===== src/rtl/dmem_access_ctrl_pkg.sv =====
`default_nettype none
// ============================================================================
// Module   : dmem_access_ctrl_pkg
// Brief    : Shared state encodings and bus size codes for the data-memory
//            access controller.
// Revision : 1.0 - initial release
// ============================================================================
package dmem_access_ctrl_pkg;

  typedef enum logic [2:0] {
    ST_IDLE  = 3'd0,
    ST_REQ   = 3'd1,
    ST_WAIT  = 3'd2,
    ST_DONE  = 3'd3,
    ST_DRAIN = 3'd4
  } dmem_state_e;

  localparam logic [1:0] MEM_SIZE_B = 2'd0;
  localparam logic [1:0] MEM_SIZE_H = 2'd1;
  localparam logic [1:0] MEM_SIZE_W = 2'd2;

endpackage
`default_nettype wire


===== src/rtl/dmem_wbuf_tracker.sv =====
`default_nettype none
// ============================================================================
// Module   : dmem_wbuf_tracker
// Brief    : Outstanding posted-write flag. Set when a store is retired on its
//            address phase, cleared by the bus data phase; while set, new
//            accesses are blocked and a pending MEM request is stalled.
// Revision : 1.0 - initial release
// ============================================================================
module dmem_wbuf_tracker (
  input  logic clk,
  input  logic rst,
  input  logic set_i,
  input  logic data_ok_i,
  input  logic want_i,
  output logic block_o,
  output logic stall_o
);

  logic pending_q;
  logic pending_d;

  // Set and clear never coincide: a store whose data phase completes with
  // its address phase is never posted.
  always_comb begin
    pending_d = pending_q;
    if (set_i) begin
      pending_d = 1'b1;
    end else if (data_ok_i) begin
      pending_d = 1'b0;
    end
  end

  // Flag register.
  always_ff @(posedge clk) begin
    if (rst) begin
      pending_q <= 1'b0;
    end else begin
      pending_q <= pending_d;
    end
  end

  assign block_o = pending_q;
  assign stall_o = pending_q & want_i;

endmodule
`default_nettype wire


===== src/rtl/dmem_access_ctrl.sv =====
`default_nettype none
// ============================================================================
// Module   : dmem_access_ctrl
// Brief    : Sequences MEM-stage loads/stores onto an SRAM-like bus
//            (req / addr_ok / data_ok), stalls the pipeline while an access is
//            in flight and drains any accepted transaction whose instruction
//            was flushed.
// Config   : DMEM_CTRL_POSTED_WRITE_EN - stores retire on addr_ok; the open
//            data phase is tracked by dmem_wbuf_tracker.
// Revision : 1.0 - initial release
// ============================================================================
module dmem_access_ctrl
  import dmem_access_ctrl_pkg::*;
#(
  parameter int ADDR_W = 32,
  parameter int DATA_W = 32
) (
  input  logic              clk,
  input  logic              rst,
  input  logic              mem_req_i,
  input  logic              mem_we_i,
  input  logic [ADDR_W-1:0] mem_addr_i,
  input  logic [1:0]        mem_size_i,
  input  logic [3:0]        mem_sel_i,
  input  logic [DATA_W-1:0] mem_wdata_i,
  input  logic              exception_flag_i,
  input  logic              flush_i,
  output logic              stall_req_o,
  output logic              mem_done_o,
  output logic [DATA_W-1:0] mem_rdata_o,
  output logic              data_req_o,
  output logic              data_wr_o,
  output logic [1:0]        data_size_o,
  output logic [ADDR_W-1:0] data_addr_o,
  output logic [3:0]        data_wstrb_o,
  output logic [DATA_W-1:0] data_wdata_o,
  input  logic              data_addr_ok_i,
  input  logic              data_data_ok_i,
  input  logic [DATA_W-1:0] data_rdata_i
);

  dmem_state_e       state_q, state_d;
  logic [ADDR_W-1:0] addr_q, addr_d;
  logic [1:0]        size_q, size_d;
  logic              we_q, we_d;
  logic [3:0]        sel_q, sel_d;
  logic [DATA_W-1:0] wdata_q, wdata_d;
  logic [DATA_W-1:0] rdata_q, rdata_d;
  logic              kill_q, kill_d;

  logic want;
  logic launch;
  logic cancel;
  logic wb_block;
  logic wb_stall;

  // A request that would be accepted if no posted write were outstanding.
  assign want   = !rst && mem_req_i && !exception_flag_i && !flush_i;
  assign launch = want && !wb_block;
  // A flush seen at any point during REQ cancels completion to the pipeline.
  assign cancel = flush_i || kill_q;

`ifdef DMEM_CTRL_POSTED_WRITE_EN
  logic wb_set;

  dmem_wbuf_tracker u_wbuf (
    .clk       (clk),
    .rst       (rst),
    .set_i     (wb_set),
    .data_ok_i (data_data_ok_i),
    .want_i    (want),
    .block_o   (wb_block),
    .stall_o   (wb_stall)
  );
`else
  assign wb_block = 1'b0;
  assign wb_stall = 1'b0;
`endif

  // Next-state, latch and pipeline-handshake decode.
  always_comb begin
    state_d     = state_q;
    addr_d      = addr_q;
    size_d      = size_q;
    we_d        = we_q;
    sel_d       = sel_q;
    wdata_d     = wdata_q;
    rdata_d     = rdata_q;
    kill_d      = kill_q;
    stall_req_o = 1'b0;
    mem_done_o  = 1'b0;
`ifdef DMEM_CTRL_POSTED_WRITE_EN
    wb_set      = 1'b0;
`endif
    case (state_q)
      ST_IDLE: begin
        if (launch) begin
          // Loads latch zero strobes/data so the bus write fields stay 0.
          addr_d      = mem_addr_i;
          size_d      = mem_size_i;
          we_d        = mem_we_i;
          sel_d       = mem_we_i ? mem_sel_i : 4'b0000;
          wdata_d     = mem_we_i ? mem_wdata_i : '0;
          kill_d      = 1'b0;
          stall_req_o = 1'b1;
          state_d     = ST_REQ;
        end else if (wb_stall) begin
          stall_req_o = 1'b1;
        end
      end
      ST_REQ: begin
        stall_req_o = 1'b1;
        if (data_addr_ok_i) begin
          kill_d = 1'b0;
          if (data_data_ok_i) begin
            if (!cancel && !we_q) begin
              rdata_d = data_rdata_i;
            end
            state_d = cancel ? ST_IDLE : ST_DONE;
          end
`ifdef DMEM_CTRL_POSTED_WRITE_EN
          else if (we_q) begin
            // The write is committed on the bus; a flush cannot recall it.
            wb_set  = 1'b1;
            state_d = cancel ? ST_IDLE : ST_DONE;
          end
`endif
          else begin
            state_d = cancel ? ST_DRAIN : ST_WAIT;
          end
        end else if (flush_i) begin
          // The request cannot be withdrawn; remember to drain it.
          kill_d = 1'b1;
        end
      end
      ST_WAIT: begin
        stall_req_o = 1'b1;
        if (data_data_ok_i) begin
          if (!flush_i && !we_q) begin
            rdata_d = data_rdata_i;
          end
          state_d = flush_i ? ST_IDLE : ST_DONE;
        end else if (flush_i) begin
          state_d = ST_DRAIN;
        end
      end
      ST_DONE: begin
        mem_done_o = !flush_i;
        state_d    = ST_IDLE;
      end
      ST_DRAIN: begin
        stall_req_o = mem_req_i;
        if (data_data_ok_i) begin
          state_d = ST_IDLE;
        end
      end
      default: begin
        state_d = ST_IDLE;
      end
    endcase
  end

  // State and latched-field registers.
  always_ff @(posedge clk) begin
    if (rst) begin
      state_q <= ST_IDLE;
      addr_q  <= '0;
      size_q  <= 2'b00;
      we_q    <= 1'b0;
      sel_q   <= 4'b0000;
      wdata_q <= '0;
      rdata_q <= '0;
      kill_q  <= 1'b0;
    end else begin
      state_q <= state_d;
      addr_q  <= addr_d;
      size_q  <= size_d;
      we_q    <= we_d;
      sel_q   <= sel_d;
      wdata_q <= wdata_d;
      rdata_q <= rdata_d;
      kill_q  <= kill_d;
    end
  end

  assign mem_rdata_o  = rdata_q;
  assign data_req_o   = (state_q == ST_REQ);
  assign data_wr_o    = we_q;
  assign data_size_o  = size_q;
  assign data_addr_o  = addr_q;
  assign data_wstrb_o = sel_q;
  assign data_wdata_o = wdata_q;

endmodule
`default_nettype wire


===== config.mk =====
export PLATFORM = sky130hd
export DESIGN_NAME = dmem_access_ctrl
export DESIGN_NICKNAME = d
export VERILOG_FILES = /design/src/rtl/dmem_access_ctrl_pkg.sv /design/src/rtl/dmem_wbuf_tracker.sv /design/src/rtl/dmem_access_ctrl.sv
export SDC_FILE = /design/constraint.sdc
export NUM_CORES = 1
export LEC_CHECK = 0
export ABC_AREA = 1
export CAP_MARGIN = 20
export CORE_MARGIN = 1
export CORE_UTILIZATION = 40
export DETAILED_ROUTE_END_ITERATION = 6
export PLACE_DENSITY = 0.81
export SLEW_MARGIN = 25
export SYNTH_ARGS = -nofsm -noshare
export SYNTH_HDL_FRONTEND = slang
export SYNTH_HIERARCHICAL = 1
export SYNTH_SLANG_ARGS = --single-unit

===== constraint.sdc =====
create_clock -name clk -period 2 [get_ports clk]
set_clock_uncertainty 0.05 [all_clocks]
set_input_delay 0.4 -clock clk [delete_from_list [all_inputs] [get_ports clk]]
set_output_delay 0.4 -clock clk [all_outputs]
set_load 0.005 [all_outputs]

==> flow_summary.toml <==
[outcome]
status = "finished, final reports clean"

[route]
via_count = 4409
drt_pre_antenna_iters = 4
drt_iter0_markers = 177
post_drt_wl_per_cell_um = 13.2
routed_via_density = 4.74
antenna_left = 0
route.detailed.drc = 0
routed_wirelength_mm = 12.2

[job]
timing.max_cap.violations = 0

[critical_path]
critPathLaunchType = "primary input"
crit_type = "primary input to output pin"
cp_slowest_stage_delay_ps = 430
cpMaxStageDelayCell = "clkdlybuf4s50_1"
ff2ff_path_depth = 9
r2r_slack_ps = 130
worst-path-max-fanout = 2
end_kind = "output pin"
timing.rr.end = "data_wdata_o[21]"
critPathRequiredTime_ps = 1550
cp_data_arrival_time_ps = 1480
worstPathCellList = "clkdlybuf4s50_1 > nor2_1 > nand2_2 > nor2_4 > inv_2 > nand2_1 > clkdlybuf4s15_1"
reg2reg_from = "state_q[1]"

[floorplanning]
core_region_area_um2 = 10200
chipWidth_um = 104
die_h_um = 104
ioPinCount = 216
die_area_um2 = 10900
floorplan.initialDensity_pct = 41.0
num_rows = 37

[placement]
hpwl_mm = 8.63
gp_congestion = 0.854
io_buffers = 215
placed_area_um2 = 6470
dp_slack_ps = -301

[final_layout]
final_common_cell = "clkdlybuf4s50_1"
areaGrowthSynthToFinish_pct = 59.7
drive_above_1_share_pct = 5.92
mostFrequentLayoutCells = "clkdlybuf4s50_1 (210), nor2_1 (146), nand2_1 (120)"
num_antenna_cells = 0
design_area_um2 = 6710
nets = 899

[yosys]
avgSynthCellArea_um2 = 7.19
synth_top_area_share_pct = 51.0
yosysSeqAreaShare_pct = 51.0
synth_nets = 694
ys_types = 24
synth_warnings = 6
synth_top_area_cell = "dfxtp_1"
ys_top_cells_by_area = "dfxtp_1 (51%), nor2_1 (13%), nand2_1 (11%)"
ys_ff_latch = 107
synth_cells = 584
netlist_area_um2 = 4200

[global_route]
grt-ovfl-total = 0
grt_pass1_wl_mm = 19.3
grt_pass1_vias = 4145
antenna_found_initial = 0
grt_max_degree = 72
grtUsageTotal_pct = 22.1

[sta]
fin_ws_ps = 74.2
holdWs_ps = 416
max_freq_mhz = 519
fin_crit_sh_pct = 96.3
finalMaxSlewViolations = 0
setup_tns_ps = 0
finalHoldViolCount = 0
worst_slew_pin_slew_ps = 723
max_slew_margin_pct = 51.8
period_needed_ps = 1930
finalSetupViolCount = 0

[cts]
root_buffer = "clkbuf_8"
clkSlewWorstSetupHoldPaths_ps = 90
cts_htree_levels = 3
clk_latency_ps = 370
cts_tree = "built"
clock_path_buffers = 2
ctsHoldBuffers = 0
cts.sinks = 107
cts_made_buffers = 9

[min_path]
min_to = "data_wdata_o[3]"
worstHoldPathCells = 2
hp-class = "flip-flop to flip-flop"
hold_start = "data_wdata_o[3]"

[pwr]
cellPowerDensity_nw_per_um2 = 799
ir_drop_mv = 0.476
power.total_mw = 5.36
p_leak_nw = 2.75
## state kept, by name, indices dropped and copies added (netlist names)
signal        count
data_addr_o      32
data_wdata_o     32
mem_rdata_o      32
data_wstrb_o      4
state_q           3
data_size_o       2
data_wr_o         1
kill_q            1
## Yosys cell counts
master    count
buf_4         1
dfxtp_1     107
inv_1        41
a31oi_1       1
nand2_2       2
nor3_1        1
nor2_8        1
nor2_1      148
nor4_1        1
inv_2         3
a21oi_2       1
buf_6         6
clkinv_1      1
a21oi_1      39
nor2_4        2
buf_1         2
o21ai_0      12
buf_2        14
nor2_2        1
clkbuf_1     13
o21ai_1      23
nand2_1     121
nand3_1      42
o211ai_1      1
## cell type report
type | instances | area, um^2
inverter | 45 | 169
tap | 136 | 170
clock buffer | 10 | 128
multi-input combinational | 396 | 1700
fill | 860 | 3530
timing repair buffer | 230 | 2320
sequential | 107 | 2150
clock inverter | 6 | 72.6
## power by group
part	internal, mW	switching, mW
clock	0.594	0.771
sequential	2.34	0.135
combinational	0.809	0.714
total	3.74	1.62
## through the flow
stage,cells,util [%]
floorplan,584,-
CTS,930,65.4
finish,930,65.5
global placement,913,63.3
detailed placement,913,63.3
global route,930,65.5
## cells by family after synthesis
logic type / share of synthesized area [%]
AOI/OAI and AO/OA: 9.36
buffers and inverters: 8.82
DFF: 51.0
and+or+nand+nor: 30.8
## worst max-delay path, delay by kind of cell
| kind | cells | cell delay [ps] |
|---|---|---|
| buf+inv | 3 | 670 |
| simple gates | 4 | 410 |
## metal layers
layer	track usage, %	part of all wire [%]	vias up	wire, um
met5	0	0	-	0
li1	-	-	2218	-
met4	8.98	1.8	0	223
met1	25.3	41	1982	4980
met2	37.9	49	191	5970
met3	6.83	8.8	18	1070
## worst max-delay path by stage
stage                    start               to  slack [ps]  cells after the start
floorplan           state_q[1]      stall_req_o         400                      9
global placement     mem_req_i      stall_req_o        -280                      8
detailed placement   mem_req_i  data_wdata_o[5]        -300                      8
CTS                  mem_req_i      stall_req_o          20                      8
global route        state_q[1]  data_wstrb_o[0]          -7                      9
finish                     rst      stall_req_o          70                      7
## timing repair
| item | in CTS | in global routing |
|---|---|---|
| pin swaps | 2 | 2 |
| endpoints found under the hold margin | 0 | 0 |
| endpoints found under the setup margin | 4 | 23 |
| buffers inserted | 1 | 0 |
| gates resized for setup | 9 | 6 |
No activity file was read; power rests on OpenSTA's default activity.
